[src/rtl/gate_sweep_checker_pkg.sv]
// Shared definitions for the gate sweep checker: FSM states, settle-counter
// width and two-input truth-table constants (bit v = gate output for input v).
package gate_sweep_checker_pkg;

  typedef enum logic [1:0] {
    ST_IDLE   = 2'd0,
    ST_HOLD   = 2'd1,
    ST_SAMPLE = 2'd2,
    ST_DONE   = 2'd3
  } gsc_state_e;

  localparam int unsigned SETTLE_W = 4;

  localparam logic [3:0] EXP2_AND  = 4'b1000;
  localparam logic [3:0] EXP2_OR   = 4'b1110;
  localparam logic [3:0] EXP2_NAND = 4'b0111;
  localparam logic [3:0] EXP2_NOR  = 4'b0001;
  localparam logic [3:0] EXP2_XOR  = 4'b0110;

endpackage

[src/rtl/gate_sweep_checker_settle.sv]
// settle_timer: loadable down-counter that stops at zero; zero flags expiry
// of the hold window for the current vector.
module settle_timer
  import gate_sweep_checker_pkg::*;
(
  input  logic                clk,
  input  logic                rst_n,
  input  logic                load,
  input  logic [SETTLE_W-1:0] val,
  output logic                zero
);

  logic [SETTLE_W-1:0] cnt;

  always_ff @(posedge clk) begin
    if (!rst_n) begin
      cnt <= '0;
    end else if (load) begin
      cnt <= val;
    end else if (cnt != '0) begin
      cnt <= cnt - 1'b1;
    end
  end

  assign zero = (cnt == '0);

endmodule

[config.mk]
export PLATFORM = sky130hd
export DESIGN_NAME = settle_timer
export DESIGN_NICKNAME = d
export VERILOG_FILES = /design/src/rtl/gate_sweep_checker_pkg.sv /design/src/rtl/gate_sweep_checker_settle.sv
export SDC_FILE = /design/constraint.sdc
export NUM_CORES = 1
export LEC_CHECK = 0
export BUFFER_PORTS_ARGS = -buffer_cell sky130_fd_sc_hd__buf_4
export CORE_AREA = 2 2 39 41
export CTS_CLUSTER_SIZE = 25
export DETAILED_ROUTE_END_ITERATION = 8
export DIE_AREA = 0 0 41 43
export SYNTH_ARGS = -nofsm -noshare
export SYNTH_HDL_FRONTEND = slang
export SYNTH_SLANG_ARGS = --single-unit
[constraint.sdc]
create_clock -name clk -period 4 [get_ports clk]
set_input_delay 0.6 -clock clk [delete_from_list [all_inputs] [get_ports clk]]
set_output_delay 0.6 -clock clk [all_outputs]
set_load 0.01 [all_outputs]
After elaboration in Yosys (flattened, before gate mapping):

Index checks and enable logic that the tools add are counted.

* $add $sub $neg: 1
* multiplexer cells: 2
* reductions and logical operators: 3

Operator list (count)
* $mux 4: 2
* $logic_not 4->1: 1
* $reduce_bool 4->1: 1
* $sub 4x1->4 const B: 1
* $reduce_bool 2->1: 1

* output and inout bits: 1
* bits of input ports: 7
* word-level logic and storage cells: 7
* register bits: 4

Longest topological paths before layout:

* depth in word-level cells: 3
* mapped depth: 5
* depth with buffers taken out: 5

Least setup slack after synthesis:

No wires, ideal clock.

* kind: register to output
* start: register cnt[0]
* end: output port zero
* data arrival time: 837 ps
* stages on the path, launching flop included: 4
* slack: 2563 ps
* required time: 3400 ps
* cell sequence: dfxtp_1 inv_1 ha_1 nor3b_4

* cells in the longest elaborated chain, start to end: 1

RTL lines
* from (decl): RTL line gate_sweep_checker_settle.sv:13 `logic [SETTLE_W-1:0] cnt;`
* from (signal assigned): RTL line gate_sweep_checker_settle.sv:19 `cnt <= val;`
* from (signal assigned): RTL line gate_sweep_checker_settle.sv:21 `cnt <= cnt - 1'b1;`
* $logic_not 4->1: RTL line gate_sweep_checker_settle.sv:25 `assign zero = (cnt == '0);`
* to (decl): RTL line gate_sweep_checker_settle.sv:10 `output logic zero`

No other way between the ends.

Worst setup path in the final report:

Same ends and word-level chain as after synthesis.

==> impl_metrics.toml <==
[die]
fp.dieH_um = 43
dieArea_sq_um = 1760
start_util_pct = 16.6
core_area_sq_um = 1380
io_pins = 8
num_rows = 14
die_w_um = 41

[place]
place_area_sq_um = 303
place_congestion = 0.693
portBuffers = 7
place_inst = 46

[timing]
worst_clock_skew_ns = 0.00128
min_period_over_period_pct = 46.2
slew_viol_final = 0
setup_tns_ns = 0
worst_pin_slew_ns = 0.234
rsz0062_at_grt = "no"
hold_ws_ns = 0.597
setup_viol = 0
max_freq_ghz = 0.542
hold_viol = 0
min_period_ns = 1.85
maxSlewHeadroom_pct = 84.4

[logic_synthesis]
synthFlopType = "dfxtp_1"
synth.yosys.seq_area_share_pct = 34.8
yosys.cell_count.top_type = "dfxtp_1"
yosysWarnings = 0
ys_types = 15
syn-num-nets = 31
synth_edf_count = 0
avgSynthCellArea_sq_um = 10.0
syn_inst = 23
synthTopCellsByCount = "dfxtp_1, nand3_1, inv_1, nand2b_1, xnor2_1"
ys_ff_latch = 4
syn_area_sq_um = 230
yosysTopAreaCellShare_pct = 34.8
synthArstFlopShare_pct = 0
synth_top_cell_by_area = "dfxtp_1"
synth_area_leaders = "dfxtp_1, nor3b_4, xnor2_1"

[cells_and_area]
nets = 43
nFillCells = 157
largest-register = "cnt"
diodes = 0
syn_to_final_growth_pct = 41.3
drive_gt1_share_pct = 42.4
reg_top3 = "cnt x4"
final_cell_count_no_fill = 49
largest_reg_flops = 4
fin_area_sq_um = 325

[clock_tree]
cts_root_buf = "clkbuf_4"
clk_path_buf_depth = 2
cts_tree = "built"
htreeDepth = 1
numClockSinks = 4
cts.reportedPaths.clkPinSlew_ns = 0.03
cts_hold_buf = 0
cts_repair_resize_count = 0
clk_latency_ns = 0.23
cts_buffers = 3
post_cts_buffers = 0

[route]
wl_um = 354
drc_errors = 0
drtIter0Drc = 5
first_pass_iters = 2
routedWlPerCell_um = 7.22
routed_via_density = 3.94
via_count = 193
postRouteAntennaNets = 0

[hold_path]
hp-class = "in2reg"

[worst_setup_path]
worst_ep_required_time_ns = 3.40
crit_type = "reg2out"
start_kind = "register"
crit_fanout = 4
cp-end-kind = "output pin"
worst_ep_arrival_time_ns = 1.25

[power]
p_leak_nw = 0.141
total_power_w = 0.000140
powerDensity_nw_per_um2 = 431
peakVddDrop_mv = 0.121

[global_routing]
antenna_found_initial = 0
grt_pass1_vias = 164
grt.overflow.total = 0
grt_usage_pct = 5.63
grt_max_degree = 7
grt_pass1_wl_um = 614

[flow_run]
maxCapViolCount = 0

[outcome]
status = "complete, no violations"
[final cells by class]
type	instances	area, sq um	share of cell area (%)
Multi-Input combinational cell	17	143	43.8
Sequential cell	4	80.1	24.6
Timing Repair Buffer	7	52.6	16.2
Clock buffer	3	22.5	6.92
Tap cell	16	20.0	6.15
Inverter	2	7.51	2.31
[worst paths after layout]
path                         endpoint  slack [ns]                 from  cells past startpoint
setup / recovery                 zero        2.15  cnt[0]$_SDFFE_PN0P_                      4
setup reg to reg  cnt[1]$_SDFFE_PN0P_        2.62  cnt[0]$_SDFFE_PN0P_                      5
hold reg to reg   cnt[1]$_SDFFE_PN0P_        0.61  cnt[1]$_SDFFE_PN0P_                      3
hold / removal    cnt[3]$_SDFFE_PN0P_        0.60               val[3]                      3
[critical path, cell delays in order, from the launching register on]
cell,delay (ns)
dfxtp_1,0.31
inv_1,0.09
ha_1,0.19
nor3b_4,0.27
buf_4,0.17
[power breakdown]
group	switching [W]	leakage, nW	total (W)	internal [W]
combinational	0.0000172	0.0935	0.0000418	0.0000245
sequential	0.00000471	0.0333	0.0000498	0.0000451
clock	0.0000151	0.0138	0.0000486	0.0000335
total	0.0000371	0.141	0.000140	0.000103
[cells in the final DEF (no fill, tap or decap), drive strengths merged, types with 2 or more instances in the layout]
cell / count
dfxtp: 4
nand2b: 2
buf: 7
clkbuf: 3
inv: 2
nand3: 3
o21ai: 2
xnor2: 2
[metrics by stage]
| stage | setup WS, ns | utilization (%) |
|---|---|---|
| after floorplan | 2.56 | - |
| after global placement | 2.38 | 21.9 |
| after detailed placement | 2.38 | 21.9 |
| after CTS | 2.12 | 23.5 |
| after global routing | 2.03 | 23.5 |
| final | 2.15 | 23.5 |
[layer usage]
layer | routed length [um] | global-route usage (%) | vias up
met5 | 0 | 0 | -
met4 | 0 | 6.00 | 0
met3 | 43 | 3.14 | 0
met2 | 142 | 5.94 | 10
met1 | 168 | 7.10 | 79
li1 | - | - | 104
[logic make-up after synthesis]
logic type / share of synthesized area (%)
xor gates and xnor gates: 7.61
AOI/OAI and AO/OA: 13.6
DFF: 34.8
adders and majority gates: 5.43
muxes: 9.24
buffers and inverters: 3.26
and+or+nand+nor: 26.1
No activity file was read; power rests on OpenSTA's default activity.
